--- config.mk ---
export PLATFORM = sky130hd
export DESIGN_NAME = uart_alu_sequencer
export DESIGN_NICKNAME = d
export VERILOG_FILES = /design/src/rtl/uart_alu_sequencer.sv
export SDC_FILE = /design/constraint.sdc
export NUM_CORES = 1
export LEC_CHECK = 0
export ABC_CLOCK_PERIOD_IN_PS = 2000
export BUFFER_PORTS_ARGS = -buffer_cell sky130_fd_sc_hd__buf_2
export CAP_MARGIN = 20
export CELL_PAD_IN_SITES_DETAIL_PLACEMENT = 0
export CELL_PAD_IN_SITES_GLOBAL_PLACEMENT = 1
export CORE_ASPECT_RATIO = 1.75
export CORE_MARGIN = 5
export CORE_UTILIZATION = 39
export CTS_BUF_LIST = sky130_fd_sc_hd__clkbuf_16
export CTS_CLUSTER_SIZE = 40
export DETAILED_ROUTE_END_ITERATION = 8
export PLACE_DENSITY = 0.84
export SLEW_MARGIN = 20
export SYNTH_ARGS = -nofsm -noshare
export SYNTH_HDL_FRONTEND = slang
export SYNTH_SLANG_ARGS = --single-unit
export TNS_END_PERCENT = 30
--- constraint.sdc ---
create_clock -name i_clock -period 2 [get_ports i_clock]
set_clock_uncertainty 0.15 [all_clocks]
set_input_delay 0.4 -clock i_clock [delete_from_list [all_inputs] [get_ports i_clock]]
set_output_delay 0.4 -clock i_clock [all_outputs]
set_load 0.005 [all_outputs]
--- src/rtl/uart_alu_sequencer.sv ---
`default_nettype none
// ============================================================================
// Module  : uart_alu_sequencer
// Brief   : Gathers operand A, operand B and opcode from the UART, drives the
//           ALU, then returns the result through the UART transmitter.
// Revision: 1.0 - initial release
// ============================================================================
module uart_alu_sequencer #(
    parameter int WIDTH_WORD     = 8,
    parameter int WIDTH_OP       = 6,
    parameter int TIMEOUT_CYCLES = 50000
) (
    input  logic                  i_clock,
    input  logic                  i_reset,
    input  logic                  i_rx_done,
    input  logic [WIDTH_WORD-1:0] i_rx_data,
    input  logic [WIDTH_WORD-1:0] i_alu_result,
    input  logic                  i_tx_done,
    output logic [WIDTH_WORD-1:0] o_alu_a,
    output logic [WIDTH_WORD-1:0] o_alu_b,
    output logic [WIDTH_OP-1:0]   o_alu_op,
    output logic                  o_tx_start,
    output logic [WIDTH_WORD-1:0] o_tx_data,
    output logic                  o_busy,
    output logic                  o_timeout,
    output logic                  o_overrun
);

    localparam int c_CNT_W = ($clog2(TIMEOUT_CYCLES) > 0) ? $clog2(TIMEOUT_CYCLES) : 1;
    localparam logic [c_CNT_W-1:0] c_CNT_LAST = c_CNT_W'(TIMEOUT_CYCLES - 1);

    localparam logic [2:0] c_WAIT_A  = 3'd0;
    localparam logic [2:0] c_WAIT_B  = 3'd1;
    localparam logic [2:0] c_WAIT_OP = 3'd2;
    localparam logic [2:0] c_EXEC    = 3'd3;
    localparam logic [2:0] c_SEND    = 3'd4;
    localparam logic [2:0] c_WAIT_TX = 3'd5;

    logic [2:0]            r_state;
    logic [2:0]            w_state_next;
    logic [c_CNT_W-1:0]    r_timer;
    logic [WIDTH_WORD-1:0] r_alu_a;
    logic [WIDTH_WORD-1:0] r_alu_b;
    logic [WIDTH_OP-1:0]   r_alu_op;
    logic [WIDTH_WORD-1:0] r_tx_data;

    logic w_in_wait;
    logic w_timer_last;
    logic w_load_a;
    logic w_load_b;
    logic w_load_op;
    logic w_capture;
    logic w_tx_start;
    logic w_busy;
    logic w_timeout;
    logic w_overrun;

    assign w_in_wait    = (r_state == c_WAIT_B) || (r_state == c_WAIT_OP);
    assign w_timer_last = (r_timer == c_CNT_LAST);

    always_ff @(posedge i_clock) begin
        if (!i_reset) begin
            r_state <= c_WAIT_A;
        end else begin
            r_state <= w_state_next;
        end
    end

    always_comb begin
        w_state_next = r_state;
        case (r_state)
            c_WAIT_A:  if (i_rx_done) w_state_next = c_WAIT_B;
            c_WAIT_B: begin
                if (i_rx_done)         w_state_next = c_WAIT_OP;
                else if (w_timer_last) w_state_next = c_WAIT_A;
            end
            c_WAIT_OP: begin
                if (i_rx_done)         w_state_next = c_EXEC;
                else if (w_timer_last) w_state_next = c_WAIT_A;
            end
            c_EXEC:    w_state_next = c_SEND;
            c_SEND:    w_state_next = c_WAIT_TX;
            c_WAIT_TX: if (i_tx_done) w_state_next = c_WAIT_A;
            default:   w_state_next = c_WAIT_A;
        endcase
    end

    // A byte arriving on the timeout cycle takes priority over the abort.
    always_comb begin
        w_load_a   = (r_state == c_WAIT_A)  && i_rx_done;
        w_load_b   = (r_state == c_WAIT_B)  && i_rx_done;
        w_load_op  = (r_state == c_WAIT_OP) && i_rx_done;
        w_capture  = (r_state == c_EXEC);
        w_tx_start = (r_state == c_SEND);
        w_busy     = (r_state != c_WAIT_A);
        w_timeout  = w_in_wait && !i_rx_done && w_timer_last;
        w_overrun  = i_rx_done && ((r_state == c_EXEC) || (r_state == c_SEND) ||
                                   (r_state == c_WAIT_TX));
    end

    always_ff @(posedge i_clock) begin
        if (!i_reset) begin
            r_alu_a   <= '0;
            r_alu_b   <= '0;
            r_alu_op  <= '0;
            r_tx_data <= '0;
            r_timer   <= '0;
        end else begin
            if (w_load_a)  r_alu_a   <= i_rx_data;
            if (w_load_b)  r_alu_b   <= i_rx_data;
            if (w_load_op) r_alu_op  <= i_rx_data[WIDTH_OP-1:0];
            if (w_capture) r_tx_data <= i_alu_result;
            if (w_in_wait && !i_rx_done) begin
                r_timer <= r_timer + 1'b1;
            end else begin
                r_timer <= '0;
            end
        end
    end

    assign o_alu_a    = r_alu_a;
    assign o_alu_b    = r_alu_b;
    assign o_alu_op   = r_alu_op;
    assign o_tx_data  = r_tx_data;
    assign o_tx_start = w_tx_start;
    assign o_busy     = w_busy;
    assign o_timeout  = w_timeout;
    assign o_overrun  = w_overrun;

endmodule
`default_nettype wire

# Yosys cells after proc, flatten, opt, wreduce, memory -nomap -nowiden
# Cells that the tools add are included.
[classes] magnitude_cmp=0 shift=0 mul=0 bitwise=0 reduce_logical=14 n_mux=6 div_mod_pow=0 n_eq_ne=8 addsub=1
[ops] operator="one-hot mux 3 bit (6 select lines)" n=1
[ops] operator="adder 16 x 1 -> 16 bit (second input constant)" n=1
[ops] operator="equality test 16 bit (second input constant)" n=1
[ops] operator="2-to-1 mux 3 bit" n=5
[ops] operator="equality test 3 x 2 -> 1 bit (second input constant)" n=2
[ops] operator="equality test 3 bit (second input constant)" n=2
[ops] operator="logical AND 1 bit" n=6
[ops] operator="!= test 2 bit (second input constant)" n=2
[ops] operator="AND reduction 2 bit" n=2
[ops] operator="equality test 3 x 1 -> 1 bit (second input constant)" n=1
[ops] operator="logical NOT 3 bit" n=1
[ops] operator="logical OR 1 bit" n=3
[ops] operator="nonzero test 3 bit" n=1
[ops] operator="logical NOT 1 bit" n=1
[word_totals] elab_cells=35 latchBits=0 mem_count=0 rom_bits=0 mem_bits_rw=0 in_bits=20 reg_bits=49

# Longest topological paths before layout
[logic_depth] word_depth=4 ltp_mapped=6

# Worst setup path before layout
# Ideal clock, no wire load.
[synth_timing] path_kind="flip-flop to output port" from="reg r_timer[0]" to="out o_timeout" n_path_buf=0 required_ps=1450 slack_ps=297 stages_incl_launch_ff=5 arrival_ps=1153 path_cell_list="dfxtp_1 ha_1 and3_1 nand4_1 nor4_1"
[synth_via] elab_chain_cells=2
[synth_lines] element="start, declared" line_no="41" text="logic [c_CNT_W-1:0] r_timer;"
[synth_lines] element="start signal, assigned" line_no="114" text="r_timer <= r_timer + 1'b1;"
[synth_lines] element="equality test 16 bit" line_no="59" text="assign w_timer_last = (r_timer == c_CNT_LAST);"
[synth_lines] element="logical AND 1 bit" line_no="96" text="w_timeout = w_in_wait && !i_rx_done && w_timer_last;"
[synth_lines] element="end, declared" line_no="25" text="output logic o_timeout,"
# No other way between the ends.

# Worst setup path in the final report
[layout_timing] from="reg r_timer[4]" to="out o_timeout"
# Same word-level chain as after synthesis.

==> reports/metrics.csv <==
stage,metric,value,unit
timing,Hold WS,0.2146,ns
timing,crit share post-route,101.6,%
timing,RSZ-0062 raised after global routing,yes,
power_and_ir_drop,Peak VDD IR,0.0004816,V
routing,Vias,1635,
worst_setup_path,crit path max fanout,6,
logic_synthesis,synth warn,0,
power_and_ir_drop,sequential power share,50.5,%
power_and_ir_drop,switch share,23.42,%
timing,crit path time final,2.033,ns
cells_and_area,Sequential Area,998.5,sq um
routing,DR pass1 iterations,6,
logic_synthesis,Unique masters post-synth,37,
worst_setup_path,critical path endpoint category,output pin,
timing,slew at the pin closest to its max-slew limit,0.3862,ns
timing,Pins Over Slew Limit,0,
logic_synthesis,synth cell count leaders,"dfxtp_1, mux2i_1, nor2b_1",
floorplanning,# IOs,54,
power_and_ir_drop,PnR Total Power,2.057,mW
logic_synthesis,Yosys top cell by area,dfxtp_1,
routing,mean routed wirelength per cell,13.87,microns
logic_synthesis,ys flop type,dfxtp_1,
place,DPL Wire Length,3307,microns
timing,final setup violation count,1,
global_route,initial antenna violation count,0,
floorplanning,Die Y,106.3,microns
global_route,vias in the first global route,1595,
power_and_ir_drop,Lkg Pwr,1.060,nW
routing,First DRT Iteration DRCs,115,
worst_setup_path,CP required,1.45,ns
global_route,first-pass GRT wire length,7355,microns
worst_setup_path,WP data arrival,1.48,ns
logic_synthesis,"count leader, synth",dfxtp_1,
logic_synthesis,"Avg Cell Area, Syn",9.620,sq um
floorplanning,number of cell rows,35,
logic_synthesis,#FFs+latches synth,49,
timing,max_slew headroom,74.25,%
cells_and_area,final core utilization,49.36,%
clock_tree,maximum buffer depth of the clock tree,2,
timing,Final Hold Viols,0,
routing,vias per cell,5.046,
global_route,largest net degree at the start of global routing,36,
timing,max frequency,491.9,MHz
clock_tree,CTS Root Cell,clkbuf_16,
logic_synthesis,Async SR Flop Fraction,0,%
logic_synthesis,Synth top area share,47.43,%
clock_tree,H-tree levels,2,
power_and_ir_drop,Logic pwr share,10.4,%
outcome,failing checks,negative setup slack,
floorplanning,initial core utilization,39.69,%
cells_and_area,cell area after layout,0.002572,sq mm
global_route,GRT overflow,0,
clock_tree,CTS sink cnt,49,
place,IO buf count,53,
cells_and_area,Nets,289,
timing,final setup margin,-0.03273,ns
routing,DRT antenna net count,0,
logic_synthesis,Post-synth EDFFs,0,
cells_and_area,Fillers,505,
job,max_cap viols,0,
clock_tree,Worst-path clk slew,0.06,ns
logic_synthesis,Cells after Synth,215,
logic_synthesis,sequential cell area fraction in the yosys report,47.43,%
timing,setup_tns,-0.03273,ns
floorplanning,Die ar.,0.006917,sq mm
logic_synthesis,most area-consuming cells after synthesis,"dfxtp_1, mux2i_1, nor2b_1",
worst_setup_path,CP Class,reg2out,
place,Placer Congestion,0.8298,
logic_synthesis,Mapped Area,0.002068,sq mm
worst_setup_path,Setup crit start kind,register,
power_and_ir_drop,clock share of power,39.0,%
clock_tree,CTS tree,done,
clock_tree,CTS Buf Count,5,
power_and_ir_drop,Net Sw Power,481.8,uW
cells_and_area,Non-Filler Instances,324,
logic_synthesis,Mapped Nets,236,
floorplanning,core box area,0.005211,sq mm
place,Post-Place Setup Slack,0.1052,ns
floorplanning,Die W,65.05,microns
routing,final WL,4494,microns
global_route,gr usage total,13.49,%
outcome,status,"finished, violations left",
cells_and_area,share of cells above drive strength 1,29.74,%
cells_and_area,area grow syn2layout,24.38,%
power_and_ir_drop,pwr dens,799.6,mW/mm^2
cells_and_area,Antenna diodes,0,
clock_tree,Worst-Skew Late Latency,0.28,ns
power_and_ir_drop,cell-internal power,1.575,mW
routing,DRC,0,
place,Placed Area,0.002367,sq mm
cells_and_area,area of the multi-input gates,0.001041,sq mm
place,Cells after DPL,315,
worst_hold_path,Hold WC Path Type,in2reg,
state kept, by name, summed over array words and instances (netlist names):
signal and count:
o_alu_op 6, o_tx_data 8, o_alu_a 8, r_timer 16
r_state 3, o_alu_b 8
cell type report:
type                            count  share of cell area (%)
Inverter                            3                  0.4377
Tap cell                           55                   2.675
Clock inverter                      3                  0.6809
Sequential cell                    49                   38.81
Multi-Input combinational cell    150                   40.47
Timing Repair Buffer               59                   12.06
Clock buffer                        5                   4.864
logic make-up after synthesis:
logic type / after synthesis / synth area share, %
buffers and inverters: 16 / 4.053
adders and majority gates: 1 / 0.6049
muxes: 22 / 10.65
and+or+nand+nor: 96 / 25.53
AOI/OAI and AO/OA: 18 / 6.231
DFF: 49 / 47.43
xor gates and xnor gates: 13 / 5.505
worst max-delay path: stages, from the launching register on:
cell and delay, ns:
dfxtp_2 0.36, nor4bb_2 0.31, nand4_1 0.18, nor4_2 0.19, buf_2 0.16
power by group through the flow:
stage	registers [mW]	logic (mW)	clock network, mW
after floorplan	1.05	0.146	0
after global placement	1.06	0.216	0
after detailed placement	1.07	0.217	0
after CTS	1.04	0.219	0.833
after global routing	1.05	0.242	0.868
final	1.04	0.215	0.803
cell usage in the layout (no fill, tap or decap), drive strengths merged, types with 4 or more instances in the layout:
master and count:
clkbuf 5, nor2 17, buf 59, and3 4, nand2 19, nand4 5
nand3 6, nor4 4, nor2b 22, a21boi 10, xnor2 10, nor3 5
dfxtp 49, mux2i 22
per-layer routing:
layer | vias up | global-route usage (%) | wire length [microns]
li1 | 833 | - | -
met1 | 767 | 15.87 | 1884
met2 | 28 | 23.44 | 2388
met3 | 7 | 2.537 | 127
met4 | 0 | 5.786 | 94
met5 | - | 0 | 0
final timing paths:
kind | start | to | slack (ns) | cells after the start
worst max-delay path | r_timer[4] | o_timeout | -0.03 | 4
worst min-delay path | i_alu_result[1] | o_tx_data[1] | 0.21 | 3
worst max register to register | r_timer[2] | r_timer[15] | 0.24 | 4
worst min register to register | r_timer[0] | r_timer[0] | 0.30 | 1
what timing repair did:
action / 4_1_cts / 5_1_grt
buffers inserted: 1 / 0
pin swaps: 2 / 0
endpoints found under the setup margin: 1 / 1
gates resized for setup: 4 / 13
hold buffers: 0 / 0
Power figures use the tool's default switching activity.
